File: config.mk
export PLATFORM = sky130hd
export DESIGN_NAME = alu_seq_flat
export DESIGN_NICKNAME = d
export VERILOG_FILES = /design/src/rtl/alu_seq_if.sv /design/src/rtl/alu_seq.sv /design/src/flat_wrapper.sv
export SDC_FILE = /design/constraint.sdc
export NUM_CORES = 1
export LEC_CHECK = 0
export ABC_AREA = 0
export CORE_MARGIN = 5
export CORE_UTILIZATION = 40
export CTS_CLUSTER_SIZE = 20
export DETAILED_ROUTE_END_ITERATION = 10
export DONT_BUFFER_PORTS = 1
export GPL_ROUTABILITY_DRIVEN = 0
export PLACE_DENSITY_LB_ADDON = 0.08
export SYNTH_ARGS = -nofsm -noshare
export SYNTH_HDL_FRONTEND = slang
export SYNTH_SLANG_ARGS = --single-unit
File: constraint.sdc
create_clock -name clk -period 7.51 [get_ports clk]
set_clock_uncertainty 0.15 [all_clocks]
set_input_delay 2.253 -clock clk [delete_from_list [all_inputs] [get_ports clk]]
set_output_delay 2.253 -clock clk [all_outputs]
set_load 0.01 [all_outputs]
File: src/rtl/alu_seq_if.sv
// Request/response bundle for alu_seq: the valid/ready request side
// (operands, opcode, carry select) and the registered result side with flags.
interface alu_seq_if #(
   parameter int unsigned WIDTH = 8
);
   logic             in_valid;
   logic             in_ready;
   logic [WIDTH-1:0] a;
   logic [WIDTH-1:0] b;
   logic [4:0]       opcode;
   logic             cin;
   logic             use_cflag;
   logic             out_valid;
   logic             out_ready;
   logic [WIDTH-1:0] result;
   logic [WIDTH-1:0] result_hi;
   logic             cout;
   logic             zero;
   logic             sign;
   logic             overflow;
   logic             cflag;
   logic             busy;

   modport master (
      output in_valid, a, b, opcode, cin, use_cflag, out_ready,
      input  in_ready, out_valid, result, result_hi, cout, zero, sign,
             overflow, cflag, busy
   );

   modport slave (
      input  in_valid, a, b, opcode, cin, use_cflag, out_ready,
      output in_ready, out_valid, result, result_hi, cout, zero, sign,
             overflow, cflag, busy
   );
endinterface

File: src/rtl/alu_seq.sv
// Registered ALU with valid/ready handshakes, a persistent carry flag for
// multi-word chaining, and an iterative shift-add unsigned multiplier that
// produces a double-width product.
module alu_seq #(
   parameter int unsigned WIDTH = 8
) (
   input logic      clk,
   input logic      rst_n,
   alu_seq_if.slave bus
);

   localparam int unsigned M = WIDTH - 1;
   localparam logic [WIDTH-1:0] ONE = WIDTH'(1);
   localparam logic [6:0] CNT_LAST = 7'(WIDTH - 1);
   localparam logic [6:0] CNT_DONE = 7'(WIDTH);

   typedef enum logic [1:0] {IDLE, MUL, HOLD} state_t;

   typedef enum logic [4:0] {
      OP_ADD = 5'h00, OP_SUB, OP_ADC, OP_SBC, OP_INC, OP_DEC, OP_NEG,
      OP_AND, OP_OR, OP_XOR, OP_NAND, OP_NOR, OP_XNOR, OP_NOT,
      OP_SHL, OP_SHR, OP_MUL, OP_ROL, OP_ROR, OP_ASR
   } op_t;

   state_t           state;
   logic [WIDTH-1:0] result_q;
   logic [WIDTH-1:0] result_hi_q;
   logic             cout_q;
   logic             zero_q;
   logic             sign_q;
   logic             ovf_q;
   logic             cflag_q;
   logic             busy_q;

   // multiplier working registers: acc holds the high partial product,
   // mplier shifts out consumed multiplier bits and collects the low word
   logic [WIDTH-1:0] mcand_q;
   logic [WIDTH-1:0] mplier_q;
   logic [WIDTH-1:0] acc_q;
   logic [6:0]       cnt_q;
   logic [WIDTH:0]   mul_part;

   logic             in_ready;
   logic             accept;
   logic             c_sel;
   logic [WIDTH:0]   sum;
   logic [WIDTH-1:0] r;
   logic             co;
   logic             ov;
   logic             arith;

   // handshake: accept when idle, or when the held result is being consumed
   always_comb begin
      in_ready = (state == IDLE) || ((state == HOLD) && bus.out_ready);
      accept   = bus.in_valid && in_ready;
   end

   // single-cycle datapath: result, carry/borrow and overflow for the request
   always_comb begin
      c_sel = bus.use_cflag ? cflag_q : bus.cin;
      sum   = '0;
      r     = '0;
      co    = 1'b0;
      ov    = 1'b0;
      arith = 1'b0;
      case (bus.opcode)
         OP_ADD: begin
            sum   = {1'b0, bus.a} + {1'b0, bus.b};
            r     = sum[WIDTH-1:0];
            co    = sum[WIDTH];
            ov    = (bus.a[M] ~^ bus.b[M]) & (bus.a[M] ^ r[M]);
            arith = 1'b1;
         end
         OP_SUB: begin
            sum   = {1'b0, bus.a} - {1'b0, bus.b};
            r     = sum[WIDTH-1:0];
            co    = sum[WIDTH];
            ov    = (bus.a[M] ^ bus.b[M]) & (bus.a[M] ^ r[M]);
            arith = 1'b1;
         end
         OP_ADC: begin
            sum   = {1'b0, bus.a} + {1'b0, bus.b} + {{WIDTH{1'b0}}, c_sel};
            r     = sum[WIDTH-1:0];
            co    = sum[WIDTH];
            ov    = (bus.a[M] ~^ bus.b[M]) & (bus.a[M] ^ r[M]);
            arith = 1'b1;
         end
         OP_SBC: begin
            sum   = {1'b0, bus.a} - {1'b0, bus.b} - {{WIDTH{1'b0}}, c_sel};
            r     = sum[WIDTH-1:0];
            co    = sum[WIDTH];
            ov    = (bus.a[M] ^ bus.b[M]) & (bus.a[M] ^ r[M]);
            arith = 1'b1;
         end
         OP_INC:  r = bus.a + ONE;
         OP_DEC:  r = bus.a - ONE;
         OP_NEG:  r = ~bus.a + ONE;
         OP_AND:  r = bus.a & bus.b;
         OP_OR:   r = bus.a | bus.b;
         OP_XOR:  r = bus.a ^ bus.b;
         OP_NAND: r = ~(bus.a & bus.b);
         OP_NOR:  r = ~(bus.a | bus.b);
         OP_XNOR: r = ~(bus.a ^ bus.b);
         OP_NOT:  r = ~bus.a;
         OP_SHL: begin
            r  = {bus.a[M-1:0], 1'b0};
            co = bus.a[M];
         end
         OP_SHR: begin
            r  = {1'b0, bus.a[M:1]};
            co = bus.a[0];
         end
         OP_ROL: begin
            r  = {bus.a[M-1:0], bus.a[M]};
            co = bus.a[M];
         end
         OP_ROR: begin
            r  = {bus.a[0], bus.a[M:1]};
            co = bus.a[0];
         end
         OP_ASR: begin
            r  = {bus.a[M], bus.a[M:1]};
            co = bus.a[0];
         end
         default: r = '0;
      endcase
   end

   // one shift-add step: conditionally add the multiplicand into the high word
   always_comb begin
      mul_part = {1'b0, acc_q} + (mplier_q[0] ? {1'b0, mcand_q} : '0);
   end

   // control FSM with registered result, flags, carry flag and busy
   always_ff @(posedge clk or negedge rst_n) begin
      if (!rst_n) begin
         state       <= IDLE;
         result_q    <= '0;
         result_hi_q <= '0;
         cout_q      <= 1'b0;
         zero_q      <= 1'b0;
         sign_q      <= 1'b0;
         ovf_q       <= 1'b0;
         cflag_q     <= 1'b0;
         busy_q      <= 1'b0;
         mcand_q     <= '0;
         mplier_q    <= '0;
         acc_q       <= '0;
         cnt_q       <= '0;
      end else begin
         case (state)
            IDLE, HOLD: begin
               if (accept) begin
                  if (bus.opcode == OP_MUL) begin
                     state    <= MUL;
                     busy_q   <= 1'b1;
                     mcand_q  <= bus.a;
                     mplier_q <= bus.b;
                     acc_q    <= '0;
                     cnt_q    <= '0;
                  end else begin
                     state       <= HOLD;
                     result_q    <= r;
                     result_hi_q <= '0;
                     cout_q      <= co;
                     zero_q      <= (r == '0);
                     sign_q      <= r[M];
                     ovf_q       <= ov;
                     if (arith) begin
                        cflag_q <= co;
                     end
                  end
               end else if (state == HOLD && bus.out_ready) begin
                  state <= IDLE;
               end
            end
            MUL: begin
               // WIDTH step cycles, then one cycle to publish the product
               if (cnt_q != CNT_DONE) begin
                  acc_q    <= mul_part[WIDTH:1];
                  mplier_q <= {mul_part[0], mplier_q[WIDTH-1:1]};
                  cnt_q    <= cnt_q + 7'd1;
                  if (cnt_q == CNT_LAST) begin
                     busy_q <= 1'b0;
                  end
               end else begin
                  state       <= HOLD;
                  result_q    <= mplier_q;
                  result_hi_q <= acc_q;
                  cout_q      <= 1'b0;
                  zero_q      <= ({acc_q, mplier_q} == '0);
                  sign_q      <= mplier_q[M];
                  ovf_q       <= (acc_q != '0);
               end
            end
            default: state <= IDLE;
         endcase
      end
   end

   assign bus.in_ready  = in_ready;
   assign bus.out_valid = (state == HOLD);
   assign bus.result    = result_q;
   assign bus.result_hi = result_hi_q;
   assign bus.cout      = cout_q;
   assign bus.zero      = zero_q;
   assign bus.sign      = sign_q;
   assign bus.overflow  = ovf_q;
   assign bus.cflag     = cflag_q;
   assign bus.busy      = busy_q;

endmodule
File: src/flat_wrapper.sv
// flat-port wrapper written by rule: the top's interface ports become plain ports
module alu_seq_flat 
#(
   parameter int unsigned WIDTH = 8
)
  (clk, rst_n, bus_in_valid, bus_a, bus_b, bus_opcode, bus_cin, bus_use_cflag, bus_out_ready, bus_in_ready, bus_out_valid, bus_result, bus_result_hi, bus_cout, bus_zero, bus_sign, bus_overflow, bus_cflag, bus_busy);
  alu_seq_if #(.WIDTH(WIDTH)) bus_i ();
  input logic clk;
  input logic rst_n;
  input wire logic [$bits(bus_i.in_valid)-1:0] bus_in_valid;
  input wire logic [$bits(bus_i.a)-1:0] bus_a;
  input wire logic [$bits(bus_i.b)-1:0] bus_b;
  input wire logic [$bits(bus_i.opcode)-1:0] bus_opcode;
  input wire logic [$bits(bus_i.cin)-1:0] bus_cin;
  input wire logic [$bits(bus_i.use_cflag)-1:0] bus_use_cflag;
  input wire logic [$bits(bus_i.out_ready)-1:0] bus_out_ready;
  output wire logic [$bits(bus_i.in_ready)-1:0] bus_in_ready;
  output wire logic [$bits(bus_i.out_valid)-1:0] bus_out_valid;
  output wire logic [$bits(bus_i.result)-1:0] bus_result;
  output wire logic [$bits(bus_i.result_hi)-1:0] bus_result_hi;
  output wire logic [$bits(bus_i.cout)-1:0] bus_cout;
  output wire logic [$bits(bus_i.zero)-1:0] bus_zero;
  output wire logic [$bits(bus_i.sign)-1:0] bus_sign;
  output wire logic [$bits(bus_i.overflow)-1:0] bus_overflow;
  output wire logic [$bits(bus_i.cflag)-1:0] bus_cflag;
  output wire logic [$bits(bus_i.busy)-1:0] bus_busy;
  assign bus_i.in_valid = bus_in_valid;
  assign bus_i.a = bus_a;
  assign bus_i.b = bus_b;
  assign bus_i.opcode = bus_opcode;
  assign bus_i.cin = bus_cin;
  assign bus_i.use_cflag = bus_use_cflag;
  assign bus_i.out_ready = bus_out_ready;
  assign bus_in_ready = bus_i.in_ready;
  assign bus_out_valid = bus_i.out_valid;
  assign bus_result = bus_i.result;
  assign bus_result_hi = bus_i.result_hi;
  assign bus_cout = bus_i.cout;
  assign bus_zero = bus_i.zero;
  assign bus_sign = bus_i.sign;
  assign bus_overflow = bus_i.overflow;
  assign bus_cflag = bus_i.cflag;
  assign bus_busy = bus_i.busy;
  alu_seq #(.WIDTH(WIDTH)) u_core (.clk(clk), .rst_n(rst_n), .bus(bus_i));
endmodule
== Word-level counts from Yosys, hierarchy flattened ==
Cells that the tools add are included.

* Register bits after elaboration: 55
* Input bits: 27

* Add/subtract/negate cells: 9
* Equality and inequality tests: 30
* Muxes and demuxes: 52
* Bitwise logic cells: 18
* Reduce and logical (&&, ||, !) cells: 19

{| class="wikitable"
|+ Operator list
! cell !! count
|-
| $pmux 8 s19 || 1
|-
| $mux 8 || 13
|-
| $pmux 8 s2 || 4
|-
| $eq 5x4->1 const B || 8
|-
| $not 8->8 || 4
|-
| $mux 7 || 3
|-
| $eq 5x3->1 const B || 4
|-
| $eq 5x5->1 const B || 4
|-
| $mux 1 || 18
|-
| $add 8x1->8 const B || 2
|-
| $logic_not 16->1 || 1
|-
| $pmux 7 s2 || 1
|-
| $reduce_and 4->1 || 3
|-
| $eq 5x2->1 const B || 2
|-
| $pmux 1 s2 || 5
|-
| $add 8x8->9 || 1
|-
| $add 8x9->9 || 1
|-
| $add 9x1->9 || 1
|-
| $sub 8x8->9 || 1
|-
| $sub 9x1->9 || 1
|-
| $and 8x8->8 || 1
|-
| $logic_not 8->1 || 1
|-
| $mux 2 || 4
|-
| $ne 2x1->1 const B || 4
|-
| other kinds (30) || 40
|}

== Logic depth before layout (Yosys ltp) ==
* Depth after elaboration: 8
* Gate-level depth with buffers: 13
* Gate-level depth less buffers: 12

== Least setup slack after synthesis ==
OpenSTA, ideal clock, no wires.

* Path kind: in2reg
* Start point: input port bus_a[0]
* End point: register u_core.ovf_q, in the netlist u_core.bus.overflow
* Library setup time: 131 ps
* Arrival: 4945 ps
* Data required time: 7229 ps
* Path slack: 2284 ps
* Stages: 13
* Path buffers: 2
* Path through: clkbuf_1 inv_1 ha_1 fa_1 o21bai_1 a211o_1 and2_1 clkbuf_1 nand4_1 nor3_2 xnor3_1 a311oi_1 a21oi_1

* Word-level cells in the longest chain between the ends: 8
* Elaborated cells on any way between the ends: 16
* Those cells by class: add/sub: 4; mux: 4; bitwise: 8

{| class="wikitable"
|+ RTL lines
! element !! line !! source
|-
| start: declaration || flat_wrapper.sv:11 || <nowiki>input wire logic [$bits(bus_i.a)-1:0] bus_a;</nowiki>
|-
| $sub 8x8->9 or $add 8x8->9 (tied branches) || -- ||
|-
| $sub 9x1->9 or $add 9x1->9 (tied branches) || alu_seq.sv:89, alu_seq.sv:82 ||
|-
| $xor 1x1->1, on equally long branches || alu_seq.sv:92, alu_seq.sv:85 ||
|-
| $and 1x1->1, on equally long branches || alu_seq.sv:92, alu_seq.sv:85 ||
|-
| $pmux 1 s4 (*) || alu_seq.sv:66 || <nowiki>case (bus.opcode)</nowiki>
|-
| $mux 1 (*) || alu_seq.sv:154 || <nowiki>if (bus.opcode == OP_MUL) begin</nowiki>
|-
| $mux 1 (*) || alu_seq.sv:153 || <nowiki>if (accept) begin</nowiki>
|-
| $pmux 1 s2 (*) || alu_seq.sv:151 || <nowiki>case (state)</nowiki>
|-
| end signal: assignment || alu_seq.sv:168 || <nowiki>ovf_q <= ov;</nowiki>
|-
| end signal: assignment || alu_seq.sv:193 || <nowiki>ovf_q <= (acc_q != '0);</nowiki>
|-
| end: declaration || alu_seq.sv:31 || <nowiki>logic ovf_q;</nowiki>
|}

Mark *: on every way between the ends. The rest lies on a longest branch, timed or not. The select of a mux whose other input is x is not followed.
A chain may end at the register's enable or synchronous reset.

== Worst setup path in the final report ==
* Start point: input port bus_a[4]
* End point: register u_core.result_q[6], in the netlist u_core.bus.result[6]

* Word-level cells in the longest chain between the ends: 6
* Elaborated cells on any way between the ends: 12
* Those cells by class: add/sub: 7; mux: 4; bitwise: 1

{| class="wikitable"
|+ RTL lines
! element !! line !! source
|-
| $sub 8x8->9 (tied with other cells) || alu_seq.sv:75, alu_seq.sv:89 ||
|-
| $sub 9x1->9 (tied with other cells) || alu_seq.sv:89 || <nowiki>sum = {1'b0, bus.a} - {1'b0, bus.b} - {{WIDTH{1'b0}}, c_sel};</nowiki>
|-
| $pmux 8 s19 (*) || alu_seq.sv:66 ||
|-
| $mux 8 (*) || alu_seq.sv:154 ||
|-
| $mux 8 (*) || alu_seq.sv:153 ||
|-
| $pmux 8 s2 (*) || alu_seq.sv:151 ||
|-
| end signal: assignment || alu_seq.sv:163 || <nowiki>result_q <= r;</nowiki>
|-
| end signal: assignment || alu_seq.sv:188 || <nowiki>result_q <= mplier_q;</nowiki>
|-
| end: declaration || alu_seq.sv:26 || <nowiki>logic [WIDTH-1:0] result_q;</nowiki>
|}

Marked as above.

==> results.md <==
- Run status: complete, no violations
- Number of synthesized flops with an enable pin: 0
- Tot GR Track Use: roughly a quarter
- Power density over the cells: about 180 nW/um^2
- Hold Vio Cnt, Final: 0
- Mapped Cells: approximately 700
- CTS Hold Bufs: 0
- Top_reg_cell synth: dfrtp_1
- IO Pins: 51
- Syn avg cell area: roughly 8 um^2
- Vias in the first global route: 5332
- Dpl hpwl: between 10 and 15 mm
- CTS tree: yes
- Fin area: 5620 um^2
- Worst setup margin: roughly 2.4 ns
- Slowest cell on crit path: ha_1
- Final Non-Filler Cells: roughly 840
- Crit share post-route: 67.7%
- Post-CTS Resized: 0
- Comb power frac: 35.1%
- Critical path class: in -> reg
- Setup crit end kind: flop
- Antenna cell count: 0
- Final core area utilization: about 42%
- Critical Path, Cell by Cell: inv_1, ha_1, nor2b_1, or3_1, or3_1, and4bb_1, xnor2_1, a221oi_1, o21ai_1, mux2_2
- Fmax: 197 MHz
- Rel. slew slack: 11.9%
- Final ANT Viol Nets: 0
- Setup Viol. Count Final: 0
- Switching part of the total: a little under two fifths
- Clock tree buffer depth: 2
- P_leak: 2.39 nW
- # clock sinks: between 50 and 60
- RSZ-0062 raised after global routing: false
- Critical-path maximum fanout: 14
- Warnings from Yosys: 0
- Worst vdd ir: about 0.000087 V
- Placed cell areas: between 5000 and 6000 um^2
- DRT iter0 DRCs: 425
- Placement Setup Slack: about 2.2 ns
- Crit start category: primary input
- Largest net degree at the start of global routing: 55
- FF+latch count, synth: 54
- Area growth from synthesis to layout: 3.79%
- P_int: roughly 0.64 mW
- Synth cell types: between 70 and 80
- Slowest stage delay, CP: 0.60 ns
- Die W: 126 um
- Clock Root Buffer: clkbuf_16
- Count leader, synth: nand2_1
- WL/cell: about 23 um
- Worst hold path startpoint: u_core.mcand_q[4]$_DFFE_PN0P_
- Core Box Area: approximately 13000 um^2
- Yosys top cell area share: roughly 25%
- Critical path's most frequent cell: or3_1
- Initial core utilization: around two fifths
- NetSw: between 0.3 and 0.4 mW
- Clock share of power: about 22%
- Rows: 42
- Hold Crit Class: reg -> reg
- Max-Cap Viols: 0
- Initial antenna violation count: 0
- Grt ovf: 0
- Req. time, crit path: ~7.5 ns
- IO Port Bufs: 0
- Clock Latency Late Sink: about 0.29 ns
- Vias: 5365
- Top cells by area in the synthesized netlist: dfrtp_1 (25%), ha_1 (9.5%), nand2_1 (5.3%)
- Nets: 736
- Tightest Pin Transition: about 1.3 ns
- Final wirelength: approximately 19 mm
- Vias/cell: around 6.4
- Setup TNS: 0 ns
- Post-CTS setup buffers: 0
- Num CTS Buffers: 5
- Part of the power in registers: 43.3%
- Net Count, Synth: between 700 and 800
- First drt pass iteration count: 5
- CP arrival: just over 5 ns
- First-pass GRT wire length: 30.2 mm
- Pins Over Slew Limit: 0
- Cell taking the most area after synthesis: dfrtp_1
- Seq/Total Area, Yosys: 24.9%
- Cells after DPL: ~830
- Worst reg2reg startpoint: u_core.cnt_q[4]$_DFFE_PN0P_
- Residual DRC: 0
- Worst setup startpoint: bus_a[4]
- Total Die Area: ~16000 um^2
- Period minus WS final: between 5 and 6 ns
- Synth Cell Area: 5420 um^2
- Tot Pwr: ~1 mW
- Most frequent cells after synthesis: nand2_1 (76), nor2_1 (61), dfrtp_1 (54), o21ai_0 (44), ha_1 (41)
- Layout cells sized above 1: 4.96%
- H-tree Lvls: 2
- Final hold slack: 0.327 ns
- Async set-reset flop share out of synthesis: between 90% and 100%
- Die height: between 100 and 150 um
- Worst-path clk slew: around 0.07 ns
[kinds of logic after synthesis]
| family | share of synthesized area [%] |
|---|---|
| flip-flops | 24.9 |
| adder cells (fa/ha/maj) | 10.8 |
| AO/OA/AOI/OAI | 22.8 |
| XOR/XNOR | 5.91 |
| AND/OR/NAND/NOR | 27.3 |
| multiplexers | 2.61 |
| buffers and inverters | 5.68 |
[worst max-delay path, delay by kind of cell]
| kind | cells | cell delay [ns] |
|---|---|---|
| simple gates | 4 | 1.17 |
| fa+ha+maj | 1 | 0.60 |
| compound gates | 2 | 0.50 |
| mux | 1 | 0.27 |
| buf+inv | 1 | 0.16 |
| xor+xnor | 1 | 0.14 |
[layout by cell type, fill, tap and decap left out, drive strengths merged, types with 5 or more instances in the layout]
master,instances
or3,10
a21o,7
mux2,9
nor2b,11
buf,5
nor3,20
ha,41
xnor2,24
nand2b,10
inv,31
nand3,25
or2,5
and2,15
nand4,8
a2111oi,7
nand3b,5
a221oi,6
a22oi,5
o21ai,55
a21oi,37
clkbuf,7
a31oi,6
o22ai,6
o211ai,5
dfrtp,54
nand2,76
nor2,61
o31ai,6
a211oi,8
nor3b,9
and3,7
or4,5
xor2,10
nor4,9
[final cells by class]
cell class,count,area (um^2)
inverter,31,116
multi-input combinational,568,3770
sequential,54,1350
fill,1387,7620
timing repair buffer,5,37.5
tap,176,220
clock buffer,7,133
[worst paths after layout]
| path | end | slack (ns) | depth (start not counted) |
|---|---|---|---|
| max | u_core.bus.result[6]$_DFFE_PN0P_ | 2.43 | 10 |
| min | u_core.mcand_q[4]$_DFFE_PN0P_ | 0.33 | 2 |
| max reg2reg | u_core.bus.zero$_DFFE_PN0P_ | 4.35 | 9 |
| min reg2reg | u_core.mcand_q[4]$_DFFE_PN0P_ | 0.33 | 2 |
| max in group asynchronous | u_core.bus.sign$_DFFE_PN0P_ | 5.61 | 0 |
| min in group asynchronous | u_core.cnt_q[3]$_DFFE_PN0P_ | 1.50 | 0 |
[registers in the layout, summed over array words and instances (netlist names)]
| register | flops |
|---|---|
| u_core.acc_q | 8 |
| u_core.bus.busy | 1 |
| u_core.bus.cflag | 1 |
| u_core.bus.cout | 1 |
| u_core.bus.overflow | 1 |
| u_core.bus.result | 7 |
| u_core.bus.result_hi | 8 |
| u_core.bus.sign | 1 |
| u_core.bus.zero | 1 |
| u_core.cnt_q | 7 |
| u_core.mcand_q | 8 |
| u_core.mplier_q | 8 |
| u_core.state | 2 |
[power groups by stage]
stage / Combinational, mW / Sequential (mW) / Clock (mW)
3_3_place_gp: 0.350 / 0.446 / 0
4_1_cts: 0.356 / 0.443 / 0.229
3_5_place_dp: 0.354 / 0.448 / 0
6_report: 0.358 / 0.442 / 0.221
5_1_grt: 0.405 / 0.453 / 0.241
2_1_floorplan: 0.297 / 0.420 / 0
[layer usage]
metal | track usage (%) | wire length (um)
met2 | 40.3 | 9200
met5 | 0 | 0
met1 | 29.0 | 7490
met4 | 12.1 | 968
met3 | 3.61 | 1380
Note: power is estimated with default switching activity, not from simulation.
